--- src/rtl/axis_frame_pkg.sv ---
// Shared types and helpers for the AXIS frame controller.
package axis_frame_pkg;

  typedef enum logic [1:0] {
    IDLE  = 2'd0,
    RUN   = 2'd1,
    DRAIN = 2'd2,
    DONE  = 2'd3
  } state_e;

  localparam int DEF_IN_W   = 8;
  localparam int DEF_OUT_W  = 32;
  localparam int DEF_LEN_W  = 16;
  localparam int DEF_CNT_W  = 16;
  localparam int ZEXT_MAX_W = 512;

  // Keeps the low w bits of v and clears everything above them.
  function automatic logic [ZEXT_MAX_W-1:0] zext(input logic [ZEXT_MAX_W-1:0] v,
                                                 input int unsigned w);
    logic [ZEXT_MAX_W-1:0] mask;
    mask = '1;
    mask = mask >> (ZEXT_MAX_W - w);
    return v & mask;
  endfunction

endpackage

--- src/rtl/axis_frame_ctrl_skid.sv ---
// Two-entry register slice; in_ready_o comes only from local state, so there is
// no combinational path from out_ready_i back to the input side.
module axis_skid_buf #(
  parameter int W = 33
) (
  input  logic         clk,
  input  logic         rst,
  input  logic         in_valid_i,
  input  logic [W-1:0] in_data_i,
  output logic         in_ready_o,
  output logic         out_valid_o,
  output logic [W-1:0] out_data_o,
  input  logic         out_ready_i,
  output logic         empty_o
);

  logic         main_valid_q, skid_valid_q;
  logic [W-1:0] main_data_q, skid_data_q;
  logic         in_fire, main_free;

  assign in_ready_o  = ~skid_valid_q;
  assign in_fire     = in_valid_i & in_ready_o;
  assign main_free   = ~main_valid_q | out_ready_i;
  assign out_valid_o = main_valid_q;
  assign out_data_o  = main_data_q;
  assign empty_o     = ~main_valid_q & ~skid_valid_q;

  always_ff @(posedge clk or posedge rst) begin
    if (rst) begin
      main_valid_q <= 1'b0;
      skid_valid_q <= 1'b0;
      main_data_q  <= '0;
      skid_data_q  <= '0;
    end else if (main_free) begin
      if (skid_valid_q) begin
        main_data_q  <= skid_data_q;
        main_valid_q <= 1'b1;
        skid_valid_q <= 1'b0;
      end else begin
        main_valid_q <= in_fire;
        if (in_fire) main_data_q <= in_data_i;
      end
    end else if (in_fire) begin
      // Output stalled: park the beat accepted on the strength of last cycle's ready.
      skid_data_q  <= in_data_i;
      skid_valid_q <= 1'b1;
    end
  end

endmodule

--- src/rtl/axis_frame_ctrl.sv ---
// Inserts TLAST every cfg_frame_len beats on a TLAST-less stream and runs for a
// programmed number of frames, zero-extending data to the DMA width.
//
// state | meaning
// IDLE  | waiting for start after reset
// RUN   | accepting input and marking frame boundaries
// DRAIN | input closed, emptying the skid buffer
// DONE  | run finished, waiting for the next start
module axis_frame_ctrl
  import axis_frame_pkg::*;
#(
  parameter int IN_DATA_WIDTH  = DEF_IN_W,
  parameter int OUT_DATA_WIDTH = DEF_OUT_W,
  parameter int LEN_WIDTH      = DEF_LEN_W,
  parameter int CNT_WIDTH      = DEF_CNT_W
) (
  input  logic                      clk,
  input  logic                      rst,
  input  logic                      cfg_start,
  input  logic                      cfg_abort,
  input  logic [LEN_WIDTH-1:0]      cfg_frame_len,
  input  logic [CNT_WIDTH-1:0]      cfg_num_frames,
  output logic                      status_busy,
  output logic                      status_done,
  output logic                      status_err_len,
  output logic [CNT_WIDTH-1:0]      status_frames,
  input  logic                      s_axis_tvalid,
  input  logic [IN_DATA_WIDTH-1:0]  s_axis_tdata,
  output logic                      s_axis_tready,
  output logic                      m_axis_tvalid,
  output logic [OUT_DATA_WIDTH-1:0] m_axis_tdata,
  output logic                      m_axis_tlast,
  input  logic                      m_axis_tready
);

  state_e                  state_q, state_d;
  logic [LEN_WIDTH-1:0]    len_q, beat_cnt_q, beat_cnt_d;
  logic [CNT_WIDTH-1:0]    num_q, frame_in_q, frames_q;
  logic                    stop_q, pend_q, err_q;
  logic                    idle_like, start_ok, start_bad;
  logic                    s_fire, m_fire, is_last, final_beat, abort_now, stop_now;
  logic                    skid_in_ready, skid_empty;
  logic [OUT_DATA_WIDTH:0] skid_in_word, skid_out_word;

  assign idle_like     = (state_q == IDLE) || (state_q == DONE);
  assign start_ok      = idle_like & cfg_start & (cfg_frame_len != '0);
  assign start_bad     = idle_like & cfg_start & (cfg_frame_len == '0);
  assign s_axis_tready = (state_q == RUN) & skid_in_ready & ~stop_q;
  assign s_fire        = s_axis_tvalid & s_axis_tready;
  assign m_fire        = m_axis_tvalid & m_axis_tready;
  assign is_last       = (beat_cnt_q == len_q - LEN_WIDTH'(1));
  assign final_beat    = (num_q != '0) && (frame_in_q + CNT_WIDTH'(1) == num_q);
  assign beat_cnt_d    = s_fire ? (is_last ? '0 : beat_cnt_q + LEN_WIDTH'(1)) : beat_cnt_q;
  // Abort is honoured at once only on a frame boundary, counting this cycle's beat.
  assign abort_now     = (state_q == RUN) & cfg_abort & (beat_cnt_d == '0);
  assign stop_now      = (s_fire & is_last & (final_beat | pend_q)) | abort_now;

  assign skid_in_word  = {is_last, OUT_DATA_WIDTH'(zext(ZEXT_MAX_W'(s_axis_tdata), IN_DATA_WIDTH))};
  assign m_axis_tlast  = skid_out_word[OUT_DATA_WIDTH];
  assign m_axis_tdata  = skid_out_word[OUT_DATA_WIDTH-1:0];

  assign status_err_len = err_q;
  assign status_frames  = frames_q;

  axis_skid_buf #(.W(OUT_DATA_WIDTH + 1)) u_skid (
    .clk         (clk),
    .rst         (rst),
    .in_valid_i  (s_fire),
    .in_data_i   (skid_in_word),
    .in_ready_o  (skid_in_ready),
    .out_valid_o (m_axis_tvalid),
    .out_data_o  (skid_out_word),
    .out_ready_i (m_axis_tready),
    .empty_o     (skid_empty)
  );

  always_ff @(posedge clk or posedge rst) begin
    if (rst) state_q <= IDLE;
    else     state_q <= state_d;
  end

  always_comb begin
    state_d = state_q;
    unique case (state_q)
      IDLE, DONE: if (start_ok) state_d = RUN;
      RUN:        if (stop_now) state_d = DRAIN;
      DRAIN:      if (skid_empty) state_d = DONE;
      default:    state_d = IDLE;
    endcase
  end

  always_comb begin
    status_busy = 1'b0;
    status_done = 1'b0;
    unique case (state_q)
      RUN, DRAIN: status_busy = 1'b1;
      DONE:       status_done = 1'b1;
      default:    ;
    endcase
  end

  always_ff @(posedge clk or posedge rst) begin
    if (rst) begin
      len_q      <= '0;
      num_q      <= '0;
      beat_cnt_q <= '0;
      frame_in_q <= '0;
      frames_q   <= '0;
      stop_q     <= 1'b0;
      pend_q     <= 1'b0;
      err_q      <= 1'b0;
    end else if (start_ok) begin
      len_q      <= cfg_frame_len;
      num_q      <= cfg_num_frames;
      beat_cnt_q <= '0;
      frame_in_q <= '0;
      frames_q   <= '0;
      stop_q     <= 1'b0;
      pend_q     <= 1'b0;
      err_q      <= 1'b0;
    end else begin
      if (start_bad) err_q <= 1'b1;
      beat_cnt_q <= beat_cnt_d;
      if (s_fire & is_last) frame_in_q <= frame_in_q + CNT_WIDTH'(1);
      if (stop_now) stop_q <= 1'b1;
      if ((state_q == RUN) & cfg_abort & (beat_cnt_d != '0)) pend_q <= 1'b1;
      if (m_fire & m_axis_tlast) frames_q <= frames_q + CNT_WIDTH'(1);
    end
  end

endmodule

--- config.mk ---
export PLATFORM = sky130hd
export DESIGN_NAME = axis_frame_ctrl
export DESIGN_NICKNAME = d
export VERILOG_FILES = /design/src/rtl/axis_frame_pkg.sv /design/src/rtl/axis_frame_ctrl_skid.sv /design/src/rtl/axis_frame_ctrl.sv
export SDC_FILE = /design/constraint.sdc
export NUM_CORES = 1
export LEC_CHECK = 0
export BUFFER_PORTS_ARGS = -buffer_cell sky130_fd_sc_hd__buf_2
export CORE_ASPECT_RATIO = 0.8
export CORE_MARGIN = 2
export CORE_UTILIZATION = 30
export DETAILED_ROUTE_END_ITERATION = 10
export GPL_ROUTABILITY_DRIVEN = 0
export PLACE_DENSITY = 0.58
export SETUP_SLACK_MARGIN = 0.02
export SYNTH_ARGS = -nofsm -noshare
export SYNTH_HDL_FRONTEND = slang
export SYNTH_SLANG_ARGS = --single-unit
--- constraint.sdc ---
create_clock -name clk -period 4.4 [get_ports clk]
set_clock_uncertainty 0.1 [all_clocks]
set_input_delay 0.66 -clock clk [delete_from_list [all_inputs] [get_ports clk]]
set_output_delay 0.66 -clock clk [all_outputs]
set_load 0.02 [all_outputs]
==> results.txt <==
Later-pin clock latency in the skew report -> 360 ps
CP max stage delay -> 650 ps
Fmax -> 0.269 GHz
Resized Gates After CTS -> 0
Lkg Pwr -> 0.00301 uW
DR WL met2 -> 5530 um
Crit Reg-Reg Endpoint -> frame_in_q[10]$_DFFE_PP0P_
Placed cells -> 967
R2r setup slk -> 690 ps
Postcts setup bufs -> 0
CTS tree -> built
Hold WC Path Type -> in2async
CTS clk-pin slew, worst paths -> 80 ps
Final core occ -> 0.345
Vias/cell -> 4.93
Post-CTS Hold Fix Bufs -> 0
Power Density -> 518 mW/mm^2
I/O pins -> 100
CTS H-Tree Depth -> 3
Commonest non-fill, non-tap cell in the layout -> dfrtp_1
Layout fillers -> 2128
DRT iter0 DRCs -> 311
WP data required -> 4580 ps
Family with the most delay on the worst path -> simple AND/OR/NAND/NOR gates
Minimum clock period -> 3710 ps
Tot Pwr -> 3670 uW
Largest net degree at the start of global routing -> 51
DRT antenna net count -> 0
Core ar. -> 0.0206 sq mm
CP Cell Sequence -> inv_1 > ha_1 > or4b_2 > nor4_1 > xnor2_1 > o2111ai_1 > nor4_4 > nand2_2 > or4_1 > a21oi_1
Final setup violation count -> 0
Area post-placement -> 0.00678 sq mm
Headroom to the max-slew limit -> 0.299
Total grt overflow -> 0
Prevailing post-synth register cell -> dfrtp_1
Vias -> 4850
Starting Density -> 0.304
Mapped Area -> 0.00625 sq mm
Sink Count -> 105
CP max-delay cell -> or4b_2
Seq/Total Area, Yosys -> 0.421
Worst Tran Pin Value -> 1050 ps
Commonest cells after routing, fill and taps aside -> dfrtp_1 (105), buf_2 (75), nor2_1 (71)
Crit path DAT -> 3890 ps
Max layer used -> met4
Crit end category -> flip-flop
Antenna violations before repair -> 1
Setup CP Type -> reg2reg
Synth Warn # -> 0
Met3 routed WL -> 1140 um
CTS Buffer Depth -> 2
Maxcap violations -> 0
Unrepaired setup endpoints after global routing -> no
Core Rows -> 47
Outcome -> complete, no violations
Share of layout cells above drive strength 1 -> 0.214
Cts bufs inserted -> 9
Drt drc -> 0
Synth-to-Final Area Change -> 13.5%
Final-report hold violation count -> 0
Final nets -> 762
Setup TNS -> 0 ps
FF-to-FF Start -> len_q[0]$_DFFE_PP0P_
Non-filler cells, final -> 984
Die Width -> 165 um
Mean Syn Cell Area -> 9.55 sq um
Fraction of registers with async set/reset -> 1.00
Worst reg-to-reg path cell count -> 10
Total GRT Usage -> 0.139
EDFF count, synth -> 0
Number of global-route vias before repair -> 4557
Max Slew Vio Count -> 0
CP Launch Type -> flip-flop
First drt pass iteration count -> 5
Max IR drop VDD -> 0.300 mV
Netlist cell types -> 67
Syn Inst Count -> 654
Yosys reg bits -> 105
Final instance area -> 0.00709 sq mm
First-pass GRT wire length -> 24300 um
Root cell of the clock tree -> clkbuf_16
Sum of buffers and inverters on the critical path -> 1
DR WL/cell -> 14.9 um
Fin crit share -> 0.844
DP Wirelength -> 10700 um
Drt total wl -> 14600 um
Port Buffers -> 75
DIE AREA -> 0.0220 sq mm
M1 wire length -> 7850 um
Crit-path max FO -> 23
Die H -> 133 um
[power by group]
part / leakage, uW / internal (uW) / switching (uW)
clock network: 0.000150 / 465 / 400
logic: 0.00149 / 586 / 700
registers: 0.00137 / 1210 / 313
[sequential cells by signal (all words and copies together), names as in the netlist]
signal	count
beat_cnt_q	16
len_q	16
status_err_len	1
num_q	16
stop_q	1
state_q	2
pend_q	1
frame_in_q	16
u_skid.out_data_o	9
status_frames	16
u_skid.skid_valid_q	1
u_skid.out_valid_o	1
u_skid.skid_data_q	9
[cell usage after synthesis (5+ instances only)]
| master | number | share of area |
|---|---|---|
| nand2_1 | 50 | 0.030 |
| or4_1 | 8 | 0.0096 |
| buf_2 | 8 | 0.0064 |
| o31ai_1 | 6 | 0.0072 |
| ha_1 | 7 | 0.014 |
| mux2_2 | 37 | 0.067 |
| nor3_1 | 12 | 0.0096 |
| clkbuf_1 | 22 | 0.013 |
| inv_1 | 15 | 0.0090 |
| or3_1 | 7 | 0.0070 |
| o21ai_0 | 25 | 0.020 |
| nand4_1 | 19 | 0.019 |
| nor4_1 | 15 | 0.015 |
| xor2_1 | 34 | 0.048 |
| mux2i_1 | 13 | 0.021 |
| dfrtp_1 | 105 | 0.42 |
| a21oi_1 | 22 | 0.018 |
| nand2b_1 | 7 | 0.0070 |
| or2_2 | 5 | 0.0050 |
| buf_4 | 24 | 0.029 |
| nand3_1 | 21 | 0.017 |
| nor2_1 | 71 | 0.043 |
| xnor2_1 | 44 | 0.062 |
[stage by stage]
stage / worst slack (ps) / hold slack (ps)
after global routing: 361 / 341
after CTS: 675 / 312
after global placement: 793 / 362
after floorplan: 879 / 350
after detailed placement: 682 / 366
final: 688 / 294
[worst max-delay path by stage]
stage / startpoint / end / cells past startpoint
2_1_floorplan: rst / beat_cnt_q[0]$_DFF_PP0_ / 1
3_3_place_gp: s_axis_tvalid / state_q[1]$_DFFE_PP0P_ / 10
3_5_place_dp: len_q[0]$_DFFE_PP0P_ / beat_cnt_q[4]$_DFF_PP0_ / 10
4_1_cts: len_q[0]$_DFFE_PP0P_ / frame_in_q[10]$_DFFE_PP0P_ / 10
5_1_grt: state_q[1]$_DFFE_PP0P_ / state_q[1]$_DFFE_PP0P_ / 11
6_report: len_q[0]$_DFFE_PP0P_ / frame_in_q[10]$_DFFE_PP0P_ / 10
[area by class of cell]
class / count / area [sq um] / area share
Sequential cell: 105 / 2630 / 0.371
Timing Repair Buffer: 81 / 420 / 0.0593
Antenna cell: 1 / 2.50 / 0.000353
Clock buffer: 10 / 239 / 0.0337
Tap cell: 269 / 337 / 0.0475
Inverter: 15 / 58.8 / 0.00829
Clock inverter: 6 / 72.6 / 0.0102
Multi-Input combinational cell: 497 / 3330 / 0.470
[layer usage]
layer / track usage / up-vias
li1: - / 2381
met3: 0.0411 / 8
met5: 0 / -
met2: 0.184 / 161
met1: 0.221 / 2300
met4: 0.0263 / 0
[cells by family after synthesis]
family | Yosys count | share of synthesized area
and+or+nand+nor | 249 | 0.214
DFF | 105 | 0.421
AOI/OAI and AO/OA | 89 | 0.0915
xor gates and xnor gates | 78 | 0.109
buffers and inverters | 75 | 0.0627
muxes | 50 | 0.0875
adders and majority gates | 7 | 0.0140
other | 1 | 0.000600
Note: power is estimated with default switching activity, not from simulation.
